==> src/rtl/bcd_pkg.sv <==
// Shared definitions for the BCD field bank: command encodings, default
// per-field limits and symbolic field indices.
package bcd_pkg;

    typedef enum logic [1:0] {
        OP_LOAD_BYTE  = 2'b00,
        OP_LOAD_UNITS = 2'b01,
        OP_INC        = 2'b10,
        OP_DEC        = 2'b11
    } bcd_op_e;

    // Field 0 sits in the least significant byte.
    localparam logic [71:0] DEF_FIELD_MAX =
        {8'h59, 8'h59, 8'h23, 8'h99, 8'h31, 8'h12, 8'h59, 8'h59, 8'h23};
    localparam logic [71:0] DEF_FIELD_MIN =
        {8'h00, 8'h00, 8'h00, 8'h00, 8'h01, 8'h01, 8'h00, 8'h00, 8'h00};

    localparam int F_HOUR     = 0;
    localparam int F_MIN      = 1;
    localparam int F_SEC      = 2;
    localparam int F_MONTH    = 3;
    localparam int F_DAY      = 4;
    localparam int F_YEAR     = 5;
    localparam int F_HOUR_TI  = 6;
    localparam int F_MIN_TI   = 7;
    localparam int F_SEC_TI   = 8;

endpackage

==> src/rtl/bcd_step.sv <==
// Two-digit BCD increment/decrement with wrap between the field limits.
module bcd_step (
    input  logic [7:0] val,
    input  logic [7:0] lo,
    input  logic [7:0] hi,
    input  logic       dec,
    output logic [7:0] res
);

    // Valid BCD orders the same as binary, so limits compare directly.
    always_comb begin
        res = val;
        if (!dec) begin
            if (val >= hi)
                res = lo;
            else if (val[3:0] >= 4'd9)
                res = {val[7:4] + 4'd1, 4'h0};
            else
                res = {val[7:4], val[3:0] + 4'd1};
        end else begin
            if (val <= lo)
                res = hi;
            else if (val[3:0] == 4'd0)
                res = {val[7:4] - 4'd1, 4'h9};
            else
                res = {val[7:4], val[3:0] - 4'd1};
        end
    end

endmodule

==> src/rtl/bcd_field_bank.sv <==
// Bank of two-digit BCD fields (clock, calendar, timer) updated by
// load / increment / decrement commands with range checking.
//
// state | meaning
// IDLE  | ready; cmd_valid latches op/idx/data
// EXEC  | applies the latched command on the next edge, pulses cmd_done
module bcd_field_bank
    import bcd_pkg::*;
#(
    parameter int                    N_FIELDS  = 9,
    parameter logic [N_FIELDS*8-1:0] FIELD_MAX = DEF_FIELD_MAX,
    parameter logic [N_FIELDS*8-1:0] FIELD_MIN = DEF_FIELD_MIN,
    localparam int                   IDX_W     = (N_FIELDS > 1) ? $clog2(N_FIELDS) : 1
) (
    input  logic                    clk,
    input  logic                    rst,
    input  logic                    cmd_valid,
    output logic                    cmd_ready,
    input  logic [1:0]              cmd_op,
    input  logic [IDX_W-1:0]        cmd_idx,
    input  logic [7:0]              cmd_data,
    output logic                    cmd_done,
    output logic                    cmd_err,
    output logic [N_FIELDS*8-1:0]   fields,
    output logic [N_FIELDS-1:0]     dirty,
    input  logic                    clr_dirty
);

    typedef enum logic {IDLE, EXEC} state_e;

    state_e              state, state_nxt;
    bcd_op_e             lat_op;
    logic [IDX_W-1:0]    lat_idx;
    logic [7:0]          lat_data;
    logic [7:0]          fld [N_FIELDS];

    logic [7:0]          cur, lo, hi, step_res, load_cand, new_val;
    logic                idx_ok, is_load, load_ok, cmd_ok;
    logic                latch_en, wr_en, done_nxt, err_nxt;
    logic [N_FIELDS-1:0] set_mask;

    always_ff @(posedge clk) begin
        if (rst)
            state <= IDLE;
        else
            state <= state_nxt;
    end

    always_comb begin
        state_nxt = state;
        cmd_ready = 1'b0;
        latch_en  = 1'b0;
        wr_en     = 1'b0;
        done_nxt  = 1'b0;
        err_nxt   = 1'b0;
        case (state)
            IDLE: begin
                cmd_ready = 1'b1;
                if (cmd_valid) begin
                    latch_en  = 1'b1;
                    state_nxt = EXEC;
                end
            end
            EXEC: begin
                state_nxt = IDLE;
                done_nxt  = 1'b1;
                err_nxt   = !cmd_ok;
                wr_en     = cmd_ok;
            end
            default: state_nxt = IDLE;
        endcase
    end

    // Select current value and limits of the addressed field.
    always_comb begin
        cur = '0;
        lo  = '0;
        hi  = '0;
        for (int i = 0; i < N_FIELDS; i++) begin
            if (lat_idx == IDX_W'(i)) begin
                cur = fld[i];
                lo  = FIELD_MIN[8*i +: 8];
                hi  = FIELD_MAX[8*i +: 8];
            end
        end
    end

    bcd_step u_step (
        .val (cur),
        .lo  (lo),
        .hi  (hi),
        .dec (lat_op == OP_DEC),
        .res (step_res)
    );

    always_comb begin
        idx_ok    = ({1'b0, lat_idx} < (IDX_W+1)'(N_FIELDS));
        is_load   = (lat_op == OP_LOAD_BYTE) || (lat_op == OP_LOAD_UNITS);
        load_cand = (lat_op == OP_LOAD_BYTE) ? lat_data : {cur[7:4], lat_data[3:0]};
        load_ok   = (load_cand[7:4] <= 4'd9) && (load_cand[3:0] <= 4'd9) &&
                    (load_cand >= lo) && (load_cand <= hi);
        cmd_ok    = idx_ok && (!is_load || load_ok);
        new_val   = is_load ? load_cand : step_res;
    end

    always_comb begin
        set_mask = '0;
        for (int i = 0; i < N_FIELDS; i++) begin
            if (wr_en && (lat_idx == IDX_W'(i)))
                set_mask[i] = 1'b1;
        end
    end

    always_ff @(posedge clk) begin
        if (rst) begin
            lat_op   <= OP_LOAD_BYTE;
            lat_idx  <= '0;
            lat_data <= '0;
            cmd_done <= 1'b0;
            cmd_err  <= 1'b0;
            dirty    <= '0;
            for (int i = 0; i < N_FIELDS; i++)
                fld[i] <= FIELD_MIN[8*i +: 8];
        end else begin
            cmd_done <= done_nxt;
            cmd_err  <= err_nxt;
            if (latch_en) begin
                lat_op   <= bcd_op_e'(cmd_op);
                lat_idx  <= cmd_idx;
                lat_data <= cmd_data;
            end
            for (int i = 0; i < N_FIELDS; i++) begin
                if (set_mask[i])
                    fld[i] <= new_val;
            end
            // A set on the same edge as a clear wins.
            dirty <= (clr_dirty ? '0 : dirty) | set_mask;
        end
    end

    always_comb begin
        fields = '0;
        for (int i = 0; i < N_FIELDS; i++)
            fields[8*i +: 8] = fld[i];
    end

endmodule

==> config.mk <==
export PLATFORM = sky130hd
export DESIGN_NAME = bcd_field_bank
export DESIGN_NICKNAME = d
export VERILOG_FILES = /design/src/rtl/bcd_pkg.sv /design/src/rtl/bcd_step.sv /design/src/rtl/bcd_field_bank.sv
export SDC_FILE = /design/constraint.sdc
export NUM_CORES = 1
export LEC_CHECK = 0
export ABC_AREA = 0
export CAP_MARGIN = 20
export CORE_UTILIZATION = 25
export DETAILED_ROUTE_END_ITERATION = 12
export HOLD_SLACK_MARGIN = 0.06
export PLACE_DENSITY = 0.4
export SLEW_MARGIN = 20
export SYNTH_ARGS = -nofsm -noshare
export SYNTH_HDL_FRONTEND = slang
export SYNTH_HIERARCHICAL = 1
export SYNTH_SLANG_ARGS = --single-unit
==> constraint.sdc <==
create_clock -name clk -period 5.1 [get_ports clk]
set_input_delay 1.02 -clock clk [delete_from_list [all_inputs] [get_ports clk]]
set_output_delay 1.02 -clock clk [all_outputs]
set_load 0.03 [all_outputs]
==> results.md <==
- Most used DFF post-synth: edfxtp_1
- H-tree levels: 3
- M2 GR Usage: 28.3%
- Full die area: 23300 um^2
- Number of synthesized register bits: 98
- Crit start category: flop
- Normalized max-slew margin: 39.6%
- Total GRT Usage: 16.7%
- Critical Path RT: 5070 ps
- Io pins: 102
- DR vias/cell: 4.92
- Worst Tran Pin Value: 904 ps
- Cell count after synthesis: 546
- CORE AREA: 22000 um^2
- DRC: 0
- Placed cell areas: 7090 um^2
- Layout cells sized above 1: 13.4%
- Clock Skews: 12.1 ps
- Sequential fraction of the synthesis area: 47.2%
- Syn Std Cell Area: 5680 um^2
- Post-route setup slack: 415 ps
- Distinct cells, synth: 85
- Max_cap viols: 0
- FP Rows: 54
- Leading area contributor after synthesis: edfxtp_1
- Post-CTS sizing: 0
- PortBufs: 101
- Met1 Usage GRT: 21.5%
- # nets final: 714
- Fin crit share: 91.9%
- Yosys top cell area share: 38.0%
- PD cells: 303 nW/um^2
- Final HPWL DP: 15100 um
- Static Leak: 2.67 nW
- Critical Path Sink Type: flop
- Via Count: 4684
- Initial DRC count: 306
- Setup TNS: 0 ps
- Pre-CTS setup slack: 399 ps
- Vias in the first global route: 4939
- Initial Util: 25.8%
- CTS tree: done
- Largest net degree at the start of global routing: 27
- CP max FO: 19
- VDD IR max: 0.000146 V
- Chip height: 153 um
- CTS Sinks: 98
- Post-synth ARST share: 0%
- Met3 usage: 2.84%
- Initial antenna violation count: 0
- Filler Cells Inserted: 2295
- Synth-to-layout area growth: 29.9%
- Avg Inst Size Synth: 10.4 um^2
- CTS Hold Bufs: 0
- Placer Congestion: 0.868
- Postcts setup bufs: 0
- CTS Buffer Depth: 2
- Root Driver: clkbuf_16
- Slew Viols, Final: 0
- GR peak layer: met2
- HP Class: flop to flop
- WL per Instance: 20.1 um
- Clk_lat worst skew: 360 ps
- Status: finished, final reports clean
- Number of flops mapped to enable cells by yosys: 72
- Synth Warn #: 6
- Total grt overflow: 0
- Final setup vio count: 0
- Initial DRT Pass Iterations: 5
- Worst-path clk slew: 80 ps
- RSZ-0062 raised after global routing: no
- Final WL: 19100 um
- Die Wd: 153 um
- Post-route minimum period: 4680 ps
- First-pass GRT wire length: 29500 um
- Fmax: 213 MHz
- Final antenna-violating net count: 0
- Antenna diodes: 0
- WP data arrival: 4660 ps
- Finished Cell Area: 7380 um^2
- CTS Buf Count: 9
- Final hold vios: 0
- Synth top area cells: edfxtp_1 (38%), dfxtp_1 (9.2%), ha_1 (6.4%), nand2_1 (4.9%), nor2_1 (2.5%)
- Setup CP Type: flop to flop
## worst max-delay path: stages (launching register included)
cell	delay [ps]
dfxtp_1	720
nor2b_1	490
nand2_4	170
inv_2	180
a221oi_2	50
o21ai_2	130
a21oi_4	100
nor2_1	120
ha_1	270
a2111o_1	370
a311oi_1	260
o31a_1	290
a41oi_4	310
o21bai_1	820
## path summary, 6_finish.rpt
check                          startpoint              endpoint  slack [ps]  cells after the start
hold / removal        dirty[7]$_SDFF_PP0_   dirty[7]$_SDFF_PP0_         460                      2
setup reg to reg  lat_idx[0]$_SDFFE_PP0P_  fld[0][59]$_DFFE_PP_         420                     13
setup / recovery  lat_idx[0]$_SDFFE_PP0P_  fld[0][59]$_DFFE_PP_         420                     13
hold reg to reg       dirty[7]$_SDFF_PP0_   dirty[7]$_SDFF_PP0_         460                      2
## layout by cell type (no fill, tap or decap), types with 6 or more instances in the layout
cell             count
o211ai_1             6
nand4_1             15
edfxtp_1            72
mux2i_1              8
clkdlybuf4s50_1    101
clkbuf_16            9
inv_1               30
dfxtp_1             26
nor2b_1             10
mux2_2               6
conb_1              16
nor2_1              37
nand3_1              8
o22ai_1              8
nand2b_1            11
a21oi_1             28
nand2_1             74
buf_4               21
nor3_1               6
o21ai_0             27
ha_1                29
o21bai_2             8
nor4_1               6
## cells in the mapped netlist, types with 3 or more instances
cell / number
o21bai_1: 3
nor4_1: 6
o2111ai_1: 5
a221oi_1: 5
buf_2: 9
o211ai_1: 6
o21bai_2: 8
and2_1: 4
o21ai_2: 3
o22ai_1: 8
o22a_1: 3
nor2_1: 38
a31oi_1: 4
nand2_1: 74
mux2_2: 6
nor2b_1: 10
nand4_1: 15
a22oi_1: 3
nand2b_1: 11
nor3_1: 6
nand3_1: 8
ha_1: 29
or2_2: 3
dfxtp_1: 26
buf_6: 7
xor2_1: 3
a2111oi_1: 4
inv_1: 30
xnor2_1: 4
a211o_1: 3
mux2i_1: 8
a21oi_1: 28
clkbuf_1: 9
o21ai_0: 27
edfxtp_1: 72
## flip-flops by register name, indices dropped and copies added (netlist names)
name      count
cmd_done      1
cmd_err       1
dirty         9
fld          72
lat_data      8
lat_idx       4
lat_op        2
state         1
## routing by layer
layer	vias up	routed length [um]
li1	2244	-
met1	2299	8820
met2	117	9240
met3	24	715
met4	0	362
met5	-	0
## power by group
group,internal [mW],switching [mW]
Clock,0.340,0.323
Sequential,0.896,0.0396
Combinational,0.256,0.382
Total,1.49,0.745
## cell families (layout without fill, tap and decap cells)
logic type               after synthesis  after routing  share of synthesized area, %
AND/OR/NAND/NOR                      200            200                          18.9
AO/OA/AOI/OAI                        138            138                          18.8
flip-flops                            98             98                          47.2
buffers and inverters                 59            170                          5.02
adder cells (fa/ha/maj)               29             29                          6.38
multiplexers                          14             14                          2.60
XOR/XNOR                               7              7                          1.08
other                                  1             16                        0.0660
## through the flow
| step | total power, mW | util (%) | hold slack (ps) | cells |
|---|---|---|---|---|
| after detailed placement | 1.59 | 32.2 | 450 | 936 |
| after global routing | 2.35 | 33.5 | 473 | 952 |
| after floorplan | 1.37 | - | 437 | 561 |
| after global placement | 1.59 | 32.2 | 447 | 936 |
| after CTS | 2.26 | 33.5 | 466 | 952 |
| final | 2.24 | 33.5 | 464 | 952 |
## final cells by class
type                    instances  area (um^2)  area share, %
repair buffers                122         1170           15.8
clock inverters                 7         60.1          0.814
inverters                      32          120           1.63
multi-input cells             404         2780           37.6
flip-flops and latches         98         2680           36.3
well taps                     280          350           4.75
clock buffers                   9          225           3.05
(Power assumes the default switching activity.)
